$ cat config.mk
export PLATFORM = sky130hd
export DESIGN_NAME = rom_arbiter_flat
export DESIGN_NICKNAME = d
export VERILOG_FILES = /design/src/rtl/rom_arbiter_pkg.sv /design/src/rtl/rom_arbiter_if.sv /design/src/rtl/rom_arbiter_rr_arb2.sv /design/src/rtl/rom_arbiter.sv /design/src/flat_wrapper.sv
export SDC_FILE = /design/constraint.sdc
export NUM_CORES = 1
export LEC_CHECK = 0
export BUFFER_PORTS_ARGS = -buffer_cell sky130_fd_sc_hd__buf_4
export CELL_PAD_IN_SITES_DETAIL_PLACEMENT = 0
export CELL_PAD_IN_SITES_GLOBAL_PLACEMENT = 1
export CORE_MARGIN = 5
export CORE_UTILIZATION = 25
export CTS_BUF_LIST = sky130_fd_sc_hd__clkbuf_8
export CTS_CLUSTER_SIZE = 8
export DETAILED_ROUTE_END_ITERATION = 16
export GPL_ROUTABILITY_DRIVEN = 1
export GPL_TIMING_DRIVEN = 0
export PLACE_DENSITY_LB_ADDON = 0.1
export SYNTH_ARGS = -nofsm -noshare
export SYNTH_HDL_FRONTEND = slang
export SYNTH_SLANG_ARGS = --single-unit
$ cat constraint.sdc
create_clock -name clk -period 3.45 [get_ports clk]
set_input_delay 0.345 -clock clk [delete_from_list [all_inputs] [get_ports clk]]
set_output_delay 0.345 -clock clk [all_outputs]
set_load 0.05 [all_outputs]
$ cat src/rtl/rom_arbiter_pkg.sv
// Shared definitions for the instruction-ROM arbiter: widths, FSM states and
// the owner encoding used by the round-robin pointer.
package rom_arbiter_pkg;

   localparam int ADDR_W = 6;
   localparam int DATA_W = 32;
   localparam int CNT_W  = 16;

   // Which requester owned the access issued last cycle.
   typedef enum logic [1:0] {
      ST_IDLE     = 2'd0,
      ST_RESP_IF  = 2'd1,
      ST_RESP_DBG = 2'd2
   } state_t;

   // Last-owner pointer encoding.
   typedef enum logic {
      OWN_IF  = 1'b0,
      OWN_DBG = 1'b1
   } owner_t;

endpackage

$ cat src/rtl/rom_arbiter_if.sv
// Bundle of the fetch, debug and ROM-side signals around the arbiter.
// master: the surrounding system (requesters and ROM); slave: the arbiter.
interface rom_arbiter_if;
   import rom_arbiter_pkg::*;

   logic              if_req;
   logic [ADDR_W-1:0] if_addr;
   logic              if_gnt;
   logic              if_rvalid;
   logic [DATA_W-1:0] if_rdata;

   logic              dbg_req;
   logic [ADDR_W-1:0] dbg_addr;
   logic              dbg_gnt;
   logic              dbg_rvalid;
   logic [DATA_W-1:0] dbg_rdata;

   logic              rom_ce;
   logic [ADDR_W-1:0] rom_addr;
   logic [DATA_W-1:0] rom_inst;

   logic [CNT_W-1:0]  conflict_cnt;

   modport master (
      output if_req, if_addr, dbg_req, dbg_addr, rom_inst,
      input  if_gnt, if_rvalid, if_rdata,
      input  dbg_gnt, dbg_rvalid, dbg_rdata,
      input  rom_ce, rom_addr, conflict_cnt
   );

   modport slave (
      input  if_req, if_addr, dbg_req, dbg_addr, rom_inst,
      output if_gnt, if_rvalid, if_rdata,
      output dbg_gnt, dbg_rvalid, dbg_rdata,
      output rom_ce, rom_addr, conflict_cnt
   );

endinterface

$ cat src/rtl/rom_arbiter_rr_arb2.sv
// Two-way round-robin grant logic. On a conflict the requester that did not
// own the most recent grant wins; the pointer only moves when a grant issues.
module rr_arb2
   import rom_arbiter_pkg::*;
(
   input  logic clk,
   input  logic rst,
   input  logic req_if,
   input  logic req_dbg,
   output logic gnt_if,
   output logic gnt_dbg
);

   owner_t last_owner_r;
   logic   gnt_if_s;
   logic   gnt_dbg_s;

   // Combinational grant: sole requester wins, conflict resolved by pointer.
   always_comb begin
      gnt_if_s  = 1'b0;
      gnt_dbg_s = 1'b0;
      if (req_if && req_dbg) begin
         if (last_owner_r == OWN_DBG) begin
            gnt_if_s = 1'b1;
         end else begin
            gnt_dbg_s = 1'b1;
         end
      end else if (req_if) begin
         gnt_if_s = 1'b1;
      end else if (req_dbg) begin
         gnt_dbg_s = 1'b1;
      end else begin
         gnt_if_s  = 1'b0;
         gnt_dbg_s = 1'b0;
      end
   end

   // Last-owner pointer; resets to debug so fetch wins the first conflict.
   always_ff @(posedge clk or posedge rst) begin
      if (rst) begin
         last_owner_r <= OWN_DBG;
      end else if (gnt_if_s) begin
         last_owner_r <= OWN_IF;
      end else if (gnt_dbg_s) begin
         last_owner_r <= OWN_DBG;
      end else begin
         last_owner_r <= last_owner_r;
      end
   end

   assign gnt_if  = gnt_if_s;
   assign gnt_dbg = gnt_dbg_s;

endmodule

$ cat src/rtl/rom_arbiter.sv
// Shares the single-port instruction ROM between instruction fetch and the
// debug/loader port. Grants are combinational, read data returns one cycle
// after the grant edge in the owning requester's registered rdata.
module rom_arbiter
   import rom_arbiter_pkg::*;
(
   input  logic         clk,
   input  logic         rst,
   rom_arbiter_if.slave bus
);

   logic              gnt_if_s;
   logic              gnt_dbg_s;
   logic              rom_ce_s;
   logic [ADDR_W-1:0] rom_addr_s;
   state_t            state_r;
   state_t            state_next_s;
   logic              if_rvalid_s;
   logic              dbg_rvalid_s;
   logic [DATA_W-1:0] if_rdata_r;
   logic [DATA_W-1:0] dbg_rdata_r;
   logic [CNT_W-1:0]  conflict_cnt_r;
   logic              conflict_s;

   rr_arb2 u_rr_arb2 (
      .clk     (clk),
      .rst     (rst),
      .req_if  (bus.if_req),
      .req_dbg (bus.dbg_req),
      .gnt_if  (gnt_if_s),
      .gnt_dbg (gnt_dbg_s)
   );

   // ROM address mux: idle bus parks at address zero with chip enable low.
   always_comb begin
      rom_ce_s   = 1'b0;
      rom_addr_s = {ADDR_W{1'b0}};
      if (gnt_if_s) begin
         rom_ce_s   = 1'b1;
         rom_addr_s = bus.if_addr;
      end else if (gnt_dbg_s) begin
         rom_ce_s   = 1'b1;
         rom_addr_s = bus.dbg_addr;
      end else begin
         rom_ce_s   = 1'b0;
         rom_addr_s = {ADDR_W{1'b0}};
      end
   end

   // Response FSM state register.
   always_ff @(posedge clk or posedge rst) begin
      if (rst) begin
         state_r <= ST_IDLE;
      end else begin
         state_r <= state_next_s;
      end
   end

   // Next state is simply whichever access is issued this cycle.
   always_comb begin
      state_next_s = ST_IDLE;
      if (gnt_if_s) begin
         state_next_s = ST_RESP_IF;
      end else if (gnt_dbg_s) begin
         state_next_s = ST_RESP_DBG;
      end else begin
         state_next_s = ST_IDLE;
      end
   end

   // Decode rvalid for the requester that owned last cycle's access.
   always_comb begin
      if_rvalid_s  = 1'b0;
      dbg_rvalid_s = 1'b0;
      case (state_r)
         ST_IDLE: begin
            if_rvalid_s  = 1'b0;
            dbg_rvalid_s = 1'b0;
         end
         ST_RESP_IF: begin
            if_rvalid_s  = 1'b1;
         end
         ST_RESP_DBG: begin
            dbg_rvalid_s = 1'b1;
         end
         default: begin
            if_rvalid_s  = 1'b0;
            dbg_rvalid_s = 1'b0;
         end
      endcase
   end

   // Capture ROM data into the granted requester's register; hold otherwise.
   always_ff @(posedge clk or posedge rst) begin
      if (rst) begin
         if_rdata_r  <= {DATA_W{1'b0}};
         dbg_rdata_r <= {DATA_W{1'b0}};
      end else if (gnt_if_s) begin
         if_rdata_r  <= bus.rom_inst;
      end else if (gnt_dbg_s) begin
         dbg_rdata_r <= bus.rom_inst;
      end else begin
         if_rdata_r  <= if_rdata_r;
         dbg_rdata_r <= dbg_rdata_r;
      end
   end

   assign conflict_s = bus.if_req & bus.dbg_req;

   // Saturating count of cycles where both sides wanted the ROM.
   always_ff @(posedge clk or posedge rst) begin
      if (rst) begin
         conflict_cnt_r <= {CNT_W{1'b0}};
      end else if (conflict_s && (conflict_cnt_r != {CNT_W{1'b1}})) begin
         conflict_cnt_r <= conflict_cnt_r + {{(CNT_W-1){1'b0}}, 1'b1};
      end else begin
         conflict_cnt_r <= conflict_cnt_r;
      end
   end

   assign bus.if_gnt       = gnt_if_s;
   assign bus.dbg_gnt      = gnt_dbg_s;
   assign bus.rom_ce       = rom_ce_s;
   assign bus.rom_addr     = rom_addr_s;
   assign bus.if_rvalid    = if_rvalid_s;
   assign bus.dbg_rvalid   = dbg_rvalid_s;
   assign bus.if_rdata     = if_rdata_r;
   assign bus.dbg_rdata    = dbg_rdata_r;
   assign bus.conflict_cnt = conflict_cnt_r;

endmodule

$ cat src/flat_wrapper.sv
// flat-port wrapper written by rule: the top's interface ports become plain ports
module rom_arbiter_flat import rom_arbiter_pkg::*;
  (clk, rst, bus_if_req, bus_if_addr, bus_dbg_req, bus_dbg_addr, bus_rom_inst, bus_if_gnt, bus_if_rvalid, bus_if_rdata, bus_dbg_gnt, bus_dbg_rvalid, bus_dbg_rdata, bus_rom_ce, bus_rom_addr, bus_conflict_cnt);
  rom_arbiter_if bus_i ();
  input  logic clk;
  input  logic rst;
  input wire logic [$bits(bus_i.if_req)-1:0] bus_if_req;
  input wire logic [$bits(bus_i.if_addr)-1:0] bus_if_addr;
  input wire logic [$bits(bus_i.dbg_req)-1:0] bus_dbg_req;
  input wire logic [$bits(bus_i.dbg_addr)-1:0] bus_dbg_addr;
  input wire logic [$bits(bus_i.rom_inst)-1:0] bus_rom_inst;
  output wire logic [$bits(bus_i.if_gnt)-1:0] bus_if_gnt;
  output wire logic [$bits(bus_i.if_rvalid)-1:0] bus_if_rvalid;
  output wire logic [$bits(bus_i.if_rdata)-1:0] bus_if_rdata;
  output wire logic [$bits(bus_i.dbg_gnt)-1:0] bus_dbg_gnt;
  output wire logic [$bits(bus_i.dbg_rvalid)-1:0] bus_dbg_rvalid;
  output wire logic [$bits(bus_i.dbg_rdata)-1:0] bus_dbg_rdata;
  output wire logic [$bits(bus_i.rom_ce)-1:0] bus_rom_ce;
  output wire logic [$bits(bus_i.rom_addr)-1:0] bus_rom_addr;
  output wire logic [$bits(bus_i.conflict_cnt)-1:0] bus_conflict_cnt;
  assign bus_i.if_req = bus_if_req;
  assign bus_i.if_addr = bus_if_addr;
  assign bus_i.dbg_req = bus_dbg_req;
  assign bus_i.dbg_addr = bus_dbg_addr;
  assign bus_i.rom_inst = bus_rom_inst;
  assign bus_if_gnt = bus_i.if_gnt;
  assign bus_if_rvalid = bus_i.if_rvalid;
  assign bus_if_rdata = bus_i.if_rdata;
  assign bus_dbg_gnt = bus_i.dbg_gnt;
  assign bus_dbg_rvalid = bus_i.dbg_rvalid;
  assign bus_dbg_rdata = bus_i.dbg_rdata;
  assign bus_rom_ce = bus_i.rom_ce;
  assign bus_rom_addr = bus_i.rom_addr;
  assign bus_conflict_cnt = bus_i.conflict_cnt;
  rom_arbiter u_core (.clk(clk), .rst(rst), .bus(bus_i));
endmodule
* After elaboration in Yosys (flattened, before gate mapping)
Index checks and enable logic that the tools add are counted.
** Storage, ports and cells
- Register bits after elaboration :: 83
- Input port bits :: 48
- Output and inout port bits :: 91
- Word-level logic and storage cells :: 32
** Cells by class
- Add/sub/neg operators :: 1
- Eq/ne operators :: 3
- Mux-type cells :: 17
- Bitwise operators :: 2
- Reductions and logical operators :: 4
** Operators by type and width (number)
- adder 16 x 1 -> 16 bit (second input constant) :: 1
- != test 16 bit (second input constant) :: 1
- two-way mux 1 bit :: 13
- two-way mux 6 bit :: 2
- two-way mux 2 bit :: 2
- == test 2 x 1 -> 1 bit (second input constant) :: 1
- == test 2 bit (second input constant) :: 1
- logical AND 1 bit :: 2
- AND reduction 2 bit :: 1
- nonzero test 2 bit :: 1
- bitwise AND 1 bit :: 1
- NOT 1 bit :: 1

* Longest topological paths before layout
- Word-level depth :: 5
- Depth in mapped cells :: 7
- Depth with buffers taken out :: 5

* By module
Synthesis repeated with hierarchy kept, for this count alone.
** Unflattened totals
- Cells, all modules :: 225
- Area total of the unflattened synthesis :: 3311.9 um2
** Modules (own cells, without submodules)
- rom_arbiter :: times used 1, cells an instance 218, area an instance 3254.4 um2, seq. area each 2052.0 um2
- rr_arb2 :: times used 1, cells an instance 7, area an instance 57.6 um2, seq. area each 26.3 um2

* Least setup slack after synthesis
No wires, ideal clock.
- Path type :: flip-flop to flip-flop
- From :: register u_core.conflict_cnt_r[0] (netlist: u_core.bus.conflict_cnt[0])
- To :: register u_core.conflict_cnt_r[1] (netlist: u_core.bus.conflict_cnt[1])
- Library setup time :: 125 ps
- Data arrival time :: 1764 ps
- Data required time :: 3325 ps
- Slack :: 1560 ps
- Cell stages (with the launch flop) :: 6
- Path buffers :: 1
- Clock period less this slack :: 1890 ps
- Cell sequence :: dfrtp_1 > ha_1 > nand3_1 > o41a_1 > buf_6 > mux2_4
** Between the ends
- Cells in the longest elaborated chain, start to end :: 2
- Elaborated cells between the ends (all ways) :: 3
- Classes of those cells :: add/sub: 1; eq/ne: 1; reduce/logical: 1
** Ends and longest elaborated chain
- start: declaration :: RTL line rom_arbiter.sv:22 : logic [CNT_W-1:0] conflict_cnt_r;
- start signal: assignment :: RTL line rom_arbiter.sv:113 : conflict_cnt_r <= {CNT_W{1'b0}};
- start signal: assignment :: RTL line rom_arbiter.sv:115 : conflict_cnt_r <= conflict_cnt_r + {{(CNT_W-1){1'b0}}, 1'b1};
- start signal: assignment :: RTL line rom_arbiter.sv:117 : conflict_cnt_r <= conflict_cnt_r;
- branches (longest 2 deep; another with adder 16 x 1 -> 16 bit)
Parallel ways; which one is timed is not known.
A chain may end at the register's enable or synchronous reset.

* Worst setup path after layout
- From :: register u_core.u_rr_arb2.last_owner_r
- To :: output bus_if_gnt
** Between the ends
- Cells in the longest elaborated chain, start to end :: 2
** Ends and longest elaborated chain
- start: declaration :: RTL line rom_arbiter_rr_arb2.sv:14 : owner_t last_owner_r;
- start signal: assignment :: RTL line rom_arbiter_rr_arb2.sv:47 : last_owner_r <= last_owner_r;
- two-way mux 1 bit :: RTL line rom_arbiter_rr_arb2.sv:23 : if (last_owner_r == OWN_DBG) begin
- two-way mux 1 bit :: RTL line rom_arbiter_rr_arb2.sv:22 : if (req_if && req_dbg) begin
- end: declaration :: RTL line flat_wrapper.sv:12 : output wire logic [$bits(bus_i.if_gnt)-1:0] bus_if_gnt;
No other way between the ends.

==> flow_summary_export.csv <==
group,metric,value,unit
routing,ant_nets,0,
synth,ys_warn_count,0,
power,p_per_area,640,nW/um2
worst_setup_path,critPathTopFamily,"buffers and inverters",
worst_setup_path,worstPathArrival,2000,ps
worst_setup_path,cp.required,3110,ps
clocking,cts-root-buf,"clkbuf_8",
run_status,outcome,"finished, final reports clean",
final_layout,num_antenna_cells,0,
clocking,cts_buffers,9,
synth,ys_ff_latch,83,
final_layout,drive_above_1_share,44.2,%
global_route,grt_max_degree,68,
routing,drt-pass1-iter-count,6,
global_route,antenna_found_initial,0,
worst_setup_path,cp_max_fo,11,
synth,synthMuxAreaShare,11.6,%
synth,synth_compound_area_share,3.20,%
routing,drt_iter0_markers,156,
clocking,post-cts-setup-buffers,0,
synth,synthAdderAreaFrac,0.376,%
timing,finalCritPeriodShare,67.9,%
synth,synth_area,3330,um2
worst_setup_path,path_cells,"o21ai_1 -> inv_1 -> clkbuf_1 -> buf_4",
routing,num_vias,2622,
final_layout,post-route-util,36.6,%
clocking,cts_sinks,83,
worst_setup_path,critPathBufInv,3,
synth,synth_top_area_share,61.7,%
placement,place_congestion,0.702,
clocking,clk_latency,360,ps
floorplan,core,13100,um2
synth,yosysSeqAreaShare,62.5,%
synth,synthSimpleGateAreaFrac,16.7,%
timing,drv_slew,0,
clocking,cts_resized,0,
synth,synth_cells,294,
timing,finClkSkew,8.47,ps
worst_setup_path,cp-start-kind,"register",
routing,routed_wl,9170,um
power,p_leak,2.43,nW
clocking,clkTransAtPathRegs,80,ps
flow_run,cap_violations,0,
placement,dp_hpwl,6760,um
floorplan,die_y,125,um
floorplan,die_area,15700,um2
final_layout,finish.instance_area,4810,um2
floorplan,core.rowCount,42,
placement,place_area,4610,um2
timing,hold_slack,162,ps
hold_path,hp-class,"primary input to register",
worst_setup_path,cpPeakStageDelay,570,ps
synth,ys_top_cells_by_area,"dfrtp_1, nand2_1, mux2_2, xnor2_1, a22o_1",
power,ir_drop,358,uV
placement,post-place-ws,1400,ps
clocking,cts_tree,"built",
synth,synth_top_family_by_area,"simple AND/OR/NAND/NOR gates",
routing,routedWlPerCell,14.7,um
timing,rsz0062_at_grt,"false",
worst_setup_path,cp_slowest_cell,"dfstp_2",
timing,setup_viol_count_final,0,
timing,slew_headroom,61.9,%
routing,drc,0,
placement,io_buffers,138,
global_route,grt-ovfl-total,0,
timing,fin_setup_tns,0,ps
clocking,cts_hold_buf,1,
synth,synth_xor_area_share,3.42,%
global_route,grt_pass1_wl,14900,um
clocking,cts_max_level,3,
final_layout,syn_to_final_growth,44.6,%
timing,worst_slew_pin_slew,568,ps
floorplan,die_x,125,um
routing,avgViaCountPerCell,4.19,
final_layout,fin_nets,494,
timing,final_hold_viol_count,0,
floorplan,initial_utilization,25.3,%
synth,synth_top_area_cell,"dfrtp_1",
timing,setup_ws,1110,ps
global_route,grt_use_total,12.0,%
timing,fmax,427,MHz
synth,synth_cell_types,30,
worst_setup_path,critPathCaptureType,"output pin",
global_route,grt_pass1_vias,2814,
worst_setup_path,critPathKind,"register to output pin",
floorplan,pin_count,139,
synth,avgSynthCellArea,11.3,um2
timing,min_period,2340,ps
synth,syn_nets,343,
clocking,clk_path_buf_depth,2,
==> per-stage QoR <==
stage / instances / power [mW]
finish: 626 / 3.08
global route: 626 / 3.25
CTS: 626 / 3.14
detailed placement: 609 / 2.45
global placement: 608 / 2.44
floorplan: 294 / 2.04
==> cells in the final DEF (no fill, tap or decap), drive strengths merged, types with 3 or more instances in the layout <==
cell type | synthesis | layout
buf | 7 | 146
nand2 | 104 | 104
dfrtp | 82 | 82
mux2 | 34 | 34
clkbuf | 5 | 16
xnor2 | 8 | 8
nand3 | 7 | 7
a22o | 6 | 6
nand4 | 6 | 6
inv | 4 | 6
xor2 | 5 | 5
a21oi | 4 | 4
nor2 | 4 | 4
nor3 | 3 | 3
o21ai | 3 | 3
==> layout make-up <==
cell class | instances | area, um2
Buffer | 12 | 58.8
Clock inverter | 5 | 36.3
Timing Repair Buffer | 140 | 1070
Sequential cell | 83 | 2080
Multi-Input combinational cell | 195 | 1170
Clock buffer | 11 | 151
Inverter | 4 | 17.5
Tap cell | 176 | 220
Fill cell | 1364 | 8330
==> registers in the layout, indices dropped and copies added (netlist names) <==
signal                         flops
u_core.bus.conflict_cnt           16
u_core.bus.dbg_rdata              32
u_core.bus.if_rdata               32
u_core.state_r                     2
u_core.u_rr_arb2.last_owner_r      1
==> where the power goes <==
group	internal [mW]	total (mW)	leakage (nW)	switching (mW)
Combinational	0.371	1.17	1.32	0.799
Sequential	1.13	1.24	1.01	0.117
Clock	0.302	0.669	0.0934	0.366
==> cells by family after synthesis <==
group	Yosys count
compound gates	15
xor+xnor	13
simple gates	132
buf+inv	16
fa+ha+maj	1
flops	83
mux	34
==> cell usage after synthesis <==
cell type  count
o41a_1         1
mux2_4         1
buf_2          5
nor3_1         3
a22o_1         6
and2_1         1
nand4_1        5
clkbuf_1       5
xnor2_1        8
buf_6          1
mux2_2        33
and4_2         1
o21ai_1        1
nand3_1        7
nor2b_1        2
buf_1          1
a211oi_1       1
o21ai_0        2
dfstp_2        1
or2_2          1
a21oi_1        4
xor2_1         5
inv_1          4
nand4_2        1
and3_1         2
ha_1           1
nand2_1      104
dfrtp_1       82
and4_1         1
nor2_1         4
==> routing by layer <==
layer  share of wire (%)  vias up  global-route usage, %
met5                   0        -                      0
met4                 2.0        0                   5.36
met3                 6.5       13                   3.71
met2                  48       82                   19.0
met1                  44     1267                   15.0
li1                    -     1260                      -
==> worst paths after layout <==
kind | from | endpoint | slack, ps | cells past startpoint
min in group asynchronous | rst | u_core.bus.dbg_rdata[16] | 480 | 3
max reg2reg | u_core.u_rr_arb2.last_owner_r | u_core.bus.if_rdata[17] | 1660 | 6
max in group asynchronous | rst | u_core.bus.if_rdata[15] | 2330 | 4
max | u_core.u_rr_arb2.last_owner_r | bus_if_gnt | 1110 | 4
min reg2reg | u_core.bus.if_rdata[14] | u_core.bus.if_rdata[14] | 480 | 2
min | bus_if_req | u_core.u_rr_arb2.last_owner_r | 160 | 2
==> worst register-to-register path, delay by kind of cell, from the launching register on <==
kind | cells | cell delay [ps]
buf+inv | 3 | 810
simple gates | 2 | 200
compound gates | 1 | 170
flops | 1 | 570
Power figures use the tool's default switching activity.
